<file path="src/rtl/bios_loader.sv">
// Boot-time copy sequencer: streams the BIOS image from SPI flash into SD-RAM.
// A byte-wide flash reader fills a 16-bit hold register, and a word-wide
// SD-RAM writer drains it. The next flash fetch overlaps the current RAM write.
// BUSY stays high until the last word is accepted or an ACK times out.
module bios_loader #(
    parameter logic [23:0] SRC_ADDR = 24'h10_0000,
    parameter logic [23:0] DST_ADDR = 24'h70_0000,
    parameter logic [23:0] SIZE     = 24'h02_4000,
    parameter int unsigned TIMEOUT  = 1023
) (
    input  logic        CLK,
    input  logic        RESET,
    input  logic        START,
    output logic        BUSY,
    output logic        DONE,
    output logic        ERROR,
    output logic [23:0] FLASH_ADDR,
    output logic        FLASH_REQ,
    input  logic        FLASH_ACK,
    input  logic [7:0]  FLASH_DATA,
    output logic [23:0] RAM_ADDR,
    output logic        RAM_WE,
    output logic [15:0] RAM_DIN,
    input  logic        RAM_ACK
);

    localparam int unsigned    TW     = $clog2(TIMEOUT + 1);
    localparam logic [23:0]    WORDS  = SIZE >> 1;
    localparam logic [TW-1:0]  T_LAST = TW'(TIMEOUT - 1);

    typedef enum logic [1:0] {F_IDLE, F_LO, F_HI, F_FULL} f_state_t;
    typedef enum logic       {R_IDLE, R_WRITE}            r_state_t;

    f_state_t      f_state, f_state_n;
    r_state_t      r_state, r_state_n;
    logic [15:0]   hold, hold_n;
    logic [23:0]   f_count, f_count_n;
    logic [23:0]   w_count, w_count_n;
    logic [TW-1:0] f_timer, f_timer_n;
    logic [TW-1:0] r_timer, r_timer_n;
    logic          boot, boot_n;
    logic          busy_n, done_n, error_n, flash_req_n, ram_we_n;
    logic [23:0]   flash_addr_n, ram_addr_n;
    logic [15:0]   ram_din_n;

    // A run starts either once after reset or on an idle START pulse.
    // ACKs only count while a copy is live; late ACKs after a timeout are dropped.
    logic go, f_ack, r_ack, last_word, ram_free, f_expire, r_expire;
    assign go        = boot | (START & ~BUSY);
    assign f_ack     = BUSY & FLASH_REQ & FLASH_ACK;
    assign r_ack     = BUSY & RAM_WE & RAM_ACK;
    assign last_word = (w_count == WORDS - 24'd1);
    assign ram_free  = (r_state == R_IDLE) | (r_ack & ~last_word);
    assign f_expire  = FLASH_REQ & ~FLASH_ACK & (f_timer == T_LAST);
    assign r_expire  = RAM_WE & ~RAM_ACK & (r_timer == T_LAST);

    // Next-state and next-output logic for both sides of the copy.
    always_comb begin
        // NOTE: every target gets its hold value first so no path can infer a latch.
        f_state_n    = f_state;
        r_state_n    = r_state;
        hold_n       = hold;
        f_count_n    = f_count;
        w_count_n    = w_count;
        f_timer_n    = f_timer;
        r_timer_n    = r_timer;
        boot_n       = boot;
        busy_n       = BUSY;
        done_n       = DONE;
        error_n      = ERROR;
        flash_req_n  = FLASH_REQ;
        ram_we_n     = RAM_WE;
        flash_addr_n = FLASH_ADDR;
        ram_addr_n   = RAM_ADDR;
        ram_din_n    = RAM_DIN;

        if (go) begin
            boot_n       = 1'b0;
            busy_n       = 1'b1;
            done_n       = 1'b0;
            error_n      = 1'b0;
            flash_addr_n = SRC_ADDR;
            ram_addr_n   = DST_ADDR;
            f_count_n    = '0;
            w_count_n    = '0;
            f_state_n    = F_LO;
            flash_req_n  = 1'b1;
            r_state_n    = R_IDLE;
            ram_we_n     = 1'b0;
            f_timer_n    = '0;
            r_timer_n    = '0;
        end else if (!BUSY) begin
            // Idle, or the cycle right after a timeout: park both sides.
            f_state_n   = F_IDLE;
            r_state_n   = R_IDLE;
            flash_req_n = 1'b0;
            ram_we_n    = 1'b0;
            f_timer_n   = '0;
            r_timer_n   = '0;
        end else begin
            f_timer_n = (FLASH_REQ & ~FLASH_ACK) ? f_timer + 1'b1 : '0;
            r_timer_n = (RAM_WE & ~RAM_ACK) ? r_timer + 1'b1 : '0;

            // RAM side retires the current word; the flash side may refill below.
            if (r_state == R_WRITE && r_ack) begin
                ram_addr_n = RAM_ADDR + 24'd2;
                w_count_n  = w_count + 24'd1;
                ram_we_n   = 1'b0;
                r_state_n  = R_IDLE;
            end

            case (f_state)
                F_LO: begin
                    if (f_ack) begin
                        hold_n[7:0]  = FLASH_DATA;
                        flash_addr_n = FLASH_ADDR + 24'd1;
                        f_count_n    = f_count + 24'd1;
                        f_state_n    = F_HI;
                    end
                end
                F_HI: begin
                    if (f_ack) begin
                        hold_n[15:8] = FLASH_DATA;
                        flash_addr_n = FLASH_ADDR + 24'd1;
                        f_count_n    = f_count + 24'd1;
                        f_state_n    = F_FULL;
                        flash_req_n  = 1'b0;
                    end
                end
                F_FULL: begin
                    // Hand the word over without a bubble, even as RAM frees up.
                    if (ram_free) begin
                        ram_din_n = hold;
                        ram_we_n  = 1'b1;
                        r_state_n = R_WRITE;
                        if (f_count == SIZE) begin
                            f_state_n = F_IDLE;
                        end else begin
                            f_state_n   = F_LO;
                            flash_req_n = 1'b1;
                        end
                    end
                end
                default: ;
            endcase

            if (r_ack && last_word) begin
                busy_n      = 1'b0;
                done_n      = 1'b1;
                ram_we_n    = 1'b0;
                r_state_n   = R_IDLE;
                f_state_n   = F_IDLE;
                flash_req_n = 1'b0;
            end else if (f_expire || r_expire) begin
                error_n = 1'b1;
                busy_n  = 1'b0;
            end
        end
    end

    // State and registered outputs, with synchronous reset.
    always_ff @(posedge CLK) begin
        if (RESET) begin
            // NOTE: state is updated with non-blocking assignments so every
            // register samples the pre-edge values and ordering does not matter.
            f_state    <= F_IDLE;
            r_state    <= R_IDLE;
            hold       <= '0;
            f_count    <= '0;
            w_count    <= '0;
            f_timer    <= '0;
            r_timer    <= '0;
            boot       <= 1'b1;
            BUSY       <= 1'b0;
            DONE       <= 1'b0;
            ERROR      <= 1'b0;
            FLASH_REQ  <= 1'b0;
            RAM_WE     <= 1'b0;
            FLASH_ADDR <= SRC_ADDR;
            RAM_ADDR   <= DST_ADDR;
            RAM_DIN    <= '0;
        end else begin
            f_state    <= f_state_n;
            r_state    <= r_state_n;
            hold       <= hold_n;
            f_count    <= f_count_n;
            w_count    <= w_count_n;
            f_timer    <= f_timer_n;
            r_timer    <= r_timer_n;
            boot       <= boot_n;
            BUSY       <= busy_n;
            DONE       <= done_n;
            ERROR      <= error_n;
            FLASH_REQ  <= flash_req_n;
            RAM_WE     <= ram_we_n;
            FLASH_ADDR <= flash_addr_n;
            RAM_ADDR   <= ram_addr_n;
            RAM_DIN    <= ram_din_n;
        end
    end

endmodule

</file>
<file path="config.mk">
export PLATFORM = sky130hd
export DESIGN_NAME = bios_loader
export DESIGN_NICKNAME = d
export VERILOG_FILES = /design/src/rtl/bios_loader.sv
export SDC_FILE = /design/constraint.sdc
export NUM_CORES = 1
export LEC_CHECK = 0
export ABC_AREA = 0
export ABC_CLOCK_PERIOD_IN_PS = 5500
export BUFFER_PORTS_ARGS = -buffer_cell sky130_fd_sc_hd__buf_2
export CAP_MARGIN = 5
export CORE_MARGIN = 2
export CORE_UTILIZATION = 63
export DETAILED_ROUTE_END_ITERATION = 8
export MAX_ROUTING_LAYER = met4
export PLACE_DENSITY = 0.87
export REMOVE_ABC_BUFFERS = 1
export SLEW_MARGIN = 20
export SYNTH_ARGS = -nofsm -noshare
export SYNTH_HDL_FRONTEND = slang
export SYNTH_SLANG_ARGS = --single-unit
</file>
<file path="constraint.sdc">
create_clock -name CLK -period 5.5 [get_ports CLK]
set_input_delay 1.1 -clock CLK [delete_from_list [all_inputs] [get_ports CLK]]
set_output_delay 1.1 -clock CLK [all_outputs]
set_load 0.01 [all_outputs]
</file>
* Yosys cells after proc, flatten, opt, wreduce, memory -nomap -nowiden
Cells that the tools add are included.
** Operators by class
- Add/sub/neg operators :: 6
- Equality and inequality tests :: 16
- Multiplexer cells :: 25
- Bitwise operators :: 21
- Reduce and logical (&&, ||, !) cells :: 19
** Operator list (number)
- 24-bit by 1-bit adder with 24-bit output, second input constant :: 3
- 24-bit by 2-bit adder with 24-bit output, second input constant :: 1
- 24-bit by 17-bit equality test with 1-bit output, second input constant :: 1
- 24-bit by 18-bit equality test with 1-bit output, second input constant :: 1
- 4-bit AND reduction :: 6
- 10-bit by 1-bit adder with 10-bit output, second input constant :: 2
- 10-bit equality test, second input constant :: 2
- 1-bit 2-to-1 mux :: 20
- 5-bit != test, second input constant :: 4
- 4-bit OR reduction :: 3
- 1-bit bitwise AND :: 10
- 1-bit NOT :: 9
- 2-bit 2-to-1 mux :: 3
- 2-bit != test, second input constant :: 3
- 6-bit by 1-bit != test with 1-bit output, second input constant :: 1
- 2-bit case mux with 3 select lines :: 1
- 3-bit AND reduction :: 2
- 5-bit by 1-bit != test with 1-bit output, second input constant :: 1
- 2-bit equality test, second input constant :: 2
- 2-bit AND reduction :: 2
- 2-bit OR reduction :: 2
- 3-bit nonzero test :: 1
- 2-bit by 1-bit equality test with 1-bit output, second input constant :: 1
- 1-bit logical AND :: 2
- 3 further kinds :: 4
** Storage, ports and cells
- Register bits after elaboration :: 157
- Logic and storage cells :: 105

* Longest topological paths before layout
- Word-level depth :: 9
- Gate-level depth with buffers :: 8
- Mapped depth without buffers :: 7

* Least setup slack after synthesis
No wires, ideal clock.
- Path kind :: input -> register
- From :: input port FLASH_ACK
- To :: register FLASH_ADDR[23]
- Arrival time :: 2.394 ns
- Required time :: 5.372 ns
- Slack :: 2.978 ns
- Cell stages on the path :: 7
- Path buffers :: 2
- Cell sequence :: buf_2 -> nand4b_1 -> buf_2 -> nor4_4 -> nand4_1 -> xor2_1 -> nor2_1
** On the way
- Word-level cells in the longest chain between the ends :: 2
** RTL lines
- from (decl) :: line 19 : input logic FLASH_ACK,
- 1-bit bitwise AND :: line 50 : assign f_ack = BUSY & FLASH_REQ & FLASH_ACK;
- 3-bit AND reduction (no source line)
- to (signal assigned) :: line 196 : FLASH_ADDR <= flash_addr_n;
- to (decl) :: line 17 : output logic [23:0] FLASH_ADDR,
Every way passes these cells.
A chain may end at the register's enable or synchronous reset.

* Worst setup path in the final report
- From :: register f_state[0]
- To :: register f_count[12]
** On the way
- Word-level cells in the longest chain between the ends :: 3
** RTL lines
- from (decl) :: line 34 : f_state_t f_state, f_state_n;
- from (signal assigned) :: line 183 : f_state <= f_state_n;
- 2-bit equality test / 2-bit by 1-bit equality test with 1-bit output (equally long branches) :: line 112 : case (f_state)
- 2-bit OR reduction (no source line) (*)
- 3-bit AND reduction (no source line) (*)
- to (signal assigned) :: line 186 : f_count <= f_count_n;
- to (decl) :: line 37 : logic [23:0] f_count, f_count_n;
Every way passes the cells marked *; elsewhere a longest branch is shown, timed or not.

==> run_results.csv <==
group,metric,value,unit
power,p_comb_frac,0.022,
timing,finalClockSkew,7.87,ps
power,switching_share,0.214,
clocking,clkSlewWorstSetupHoldPaths,60,ps
critical_path,r2r-end,"f_count[12]",
clocking,root_buffer,"clkbuf_8",
global_routing,grt.busiest_layer,"met2",
clocking,numClockSinks,156,
drt,drc,0,
synthesis,ys_seq_area_frac,0.452,
hold_path,min_from,"hold[9]",
timing,hold_viol_final,0,
timing,slew_viol_final,0,
drt,dr.pass1.iters,5,
critical_path,crit_start,"f_state[0]",
clocking,cts_setup_buffers,0,
power,power_leakage,2.99,nW
layout,fill_cells,752,
critical_path,cp_data_arrival_time,3330,ps
global_routing,use_met1,0.307,
drt,drt-vias-per-instance,5.92,
timing,tns,0,ps
hold_path,min_to,"RAM_DIN[9]",
power,irDropWorstVdd,0.174,mV
floorplanning,die_area,11800,um^2
synthesis,synth_top_area_cell,"dfxtp_1",
floorplanning,die_h,109,um
timing,fmax,342,MHz
drt,antenna_left,0,
critical_path,end_kind,"flip-flop",
layout,layout.nets,881,
clocking,cts-htree-levels,4,
global_routing,grt_pass1_wl,25.1,mm
timing,slew-limit-headroom,0.425,
synthesis,ys_warn_count,0,
place,portBuffers,80,
layout,mostFrequentLayoutCell,"dfxtp_1",
synthesis,syn_avg_cell_area,8.77,um^2
timing,worstMarginPinSlew,859,ps
flow_run,cap_violations,0,
critical_path,r2r-start,"f_state[0]",
drt,wl,15.4,mm
layout,post_route_cells_drive_above_1_share,0.151,
synthesis,ys_seq_elements,156,
clocking,cts_buffers,17,
clocking,clk_latency,540,ps
global_routing,grt_max_degree,60,
critical_path,crit_type,"reg2reg",
layout,syn_to_final_growth,14.7,%
synthesis,synth_top_flop_cell,"dfxtp_1",
critical_path,required,5900,ps
timing,setup_viol,0,
timing,post-route-min-period,2930,ps
global_routing,grt-ovfl-total,0,
drt,num_vias,5964,
place,dp.cells,977,
power,powerDensity,293,nW/um^2
critical_path,rrSetupSlack,2570,ps
floorplanning,fp.dieW,109,um
synthesis,synth-edff-count,0,
synthesis,synthesis.area,6910,um^2
floorplanning,rows,38,
critical_path,r2r_cells,7,
synthesis,synthCells,788,
power,report.power.total,2.32,mW
global_routing,grt.total_usage,0.272,
layout,diodes,0,
synthesis,synthArstFlopShare,0,
timing,min_period_over_period,0.532,
timing,rsz0062_at_grt,"false",
critical_path,critPathMaxFanout,12,
place,gp_congestion,0.859,
hold_path,worstHoldPathType,"reg2reg",
clocking,cts_tree,"done",
synthesis,synth_area_leaders,"dfxtp_1, xor2_1, nor2_1, nand3_1, xnor2_1",
synthesis,synth_cell_types,56,
floorplanning,initial_core_util,0.643,
power,clkPwrFrac,0.488,
drt,drt-wirelength-per-cell,15.3,um
hold_path,hold_depth,2,
clocking,post_cts_resized,0,
drt,dr.first_iter.drc_count,363,
synthesis,yosysTopAreaCellShare,0.452,
layout,final_cell_count_no_fill,1008,
global_routing,first_global_vias,5692,
place,dp_hpwl,10.0,mm
floorplanning,core_area,10700,um^2
power,intPower,1.83,mW
global_routing,grt_util_met3,0.0669,
power,p_switching,0.497,mW
clocking,hold_buffers,0,
floorplanning,pin_count,82,
global_routing,antenna_found_initial,0,
clocking,clockBufferDepth,2,
layout,layout_common_cells,"dfxtp_1, nor2_1, buf_2",
critical_path,start_kind,"flip-flop",
power,seqPwrFrac,0.490,
global_routing,met2_usage,0.460,
status,outcome,"finished, final reports clean",
-- Yosys cell counts (3+ instances only) --
cell type,count
nand2_1,63
nor4_2,4
nor3_1,13
inv_1,15
mux2i_1,17
and3_1,17
or3_1,12
nand4_1,23
dfxtp_1,156
nor4b_1,3
xor2_1,58
ha_1,12
clkbuf_1,19
nor2_1,130
buf_2,7
nor4_1,8
xnor2_1,34
o21ai_0,26
a21oi_1,38
or4_1,5
a31oi_1,3
and4_1,13
nand3_1,71
-- state kept, by name (all words and copies together) (netlist names) --
register and flops:
RAM_DIN 16, RAM_ADDR 23, FLASH_REQ 1, r_timer 10
f_timer 10, f_count 24, boot 1, w_count 24
RAM_WE 1, r_state 1, f_state 2, BUSY 1
FLASH_ADDR 24, hold 16, DONE 1, ERROR 1
-- layout make-up --
| cell class | instances | area, um^2 | share of cell area |
|---|---|---|---|
| Clock buffer | 22 | 463 | 0.0585 |
| Clock inverter | 9 | 114 | 0.0144 |
| Inverter | 15 | 56.3 | 0.00711 |
| Multi-Input combinational cell | 585 | 3580 | 0.452 |
| Sequential cell | 156 | 3120 | 0.394 |
| Tap cell | 140 | 175 | 0.0221 |
| Timing Repair Buffer | 81 | 408 | 0.0515 |
-- critical path: stages, from the launching register on --
cell      delay (ps)
dfxtp_1          370
inv_1             80
ha_1             330
nand4b_1         660
nor4_2           880
nand3_1          210
xor2_1           200
nor2_1            60
-- per-stage QoR --
stage                     area [um^2]  hold slack [ps]   util  setup WS (ps)
after global placement           7340              443  0.683           2290
after floorplan                  6760              430      -           2100
after CTS                        7920              473  0.737           2500
after global routing             7920              502  0.737           2440
final                            7920              474  0.737           2570
after detailed placement         7340              459  0.683           2180
-- worst max-delay path by stage --
| stage | endpoint | slack, ps | cells after the start |
|---|---|---|---|
| after floorplan | w_count[15] | 2100 | 4 |
| after CTS | hold[11] | 2500 | 5 |
| after global placement | w_count[17] | 2290 | 5 |
| after global routing | f_count[20] | 2440 | 7 |
| after detailed placement | w_count[17] | 2180 | 5 |
| final | f_count[12] | 2570 | 7 |
-- metal layers --
layer / routed length (um) / part of all wire
met1: 6540 / 0.43
met2: 7560 / 0.49
met3: 904 / 0.059
met4: 367 / 0.024
met5: 0 / 0
-- power groups by stage --
stage | Clock, mW | Combinational, mW | Sequential, mW
6_report | 1.13 | 0.0511 | 1.14
2_1_floorplan | 0 | 0.0261 | 1.16
3_5_place_dp | 0 | 0.0490 | 1.16
3_3_place_gp | 0 | 0.0465 | 1.16
4_1_cts | 1.14 | 0.0502 | 1.14
5_1_grt | 1.20 | 0.0554 | 1.14
-- logic make-up (layout without fill, tap and decap cells) --
group,Yosys count,after routing,share of synthesized area
buffers and inverters,47,127,0.0302
other,1,1,0.000543
AOI/OAI and AO/OA,83,83,0.0715
xor gates and xnor gates,92,92,0.117
adders and majority gates,12,12,0.0217
muxes,17,17,0.0246
and+or+nand+nor,380,380,0.283
DFF,156,156,0.452
No activity file was read; power rests on OpenSTA's default activity.
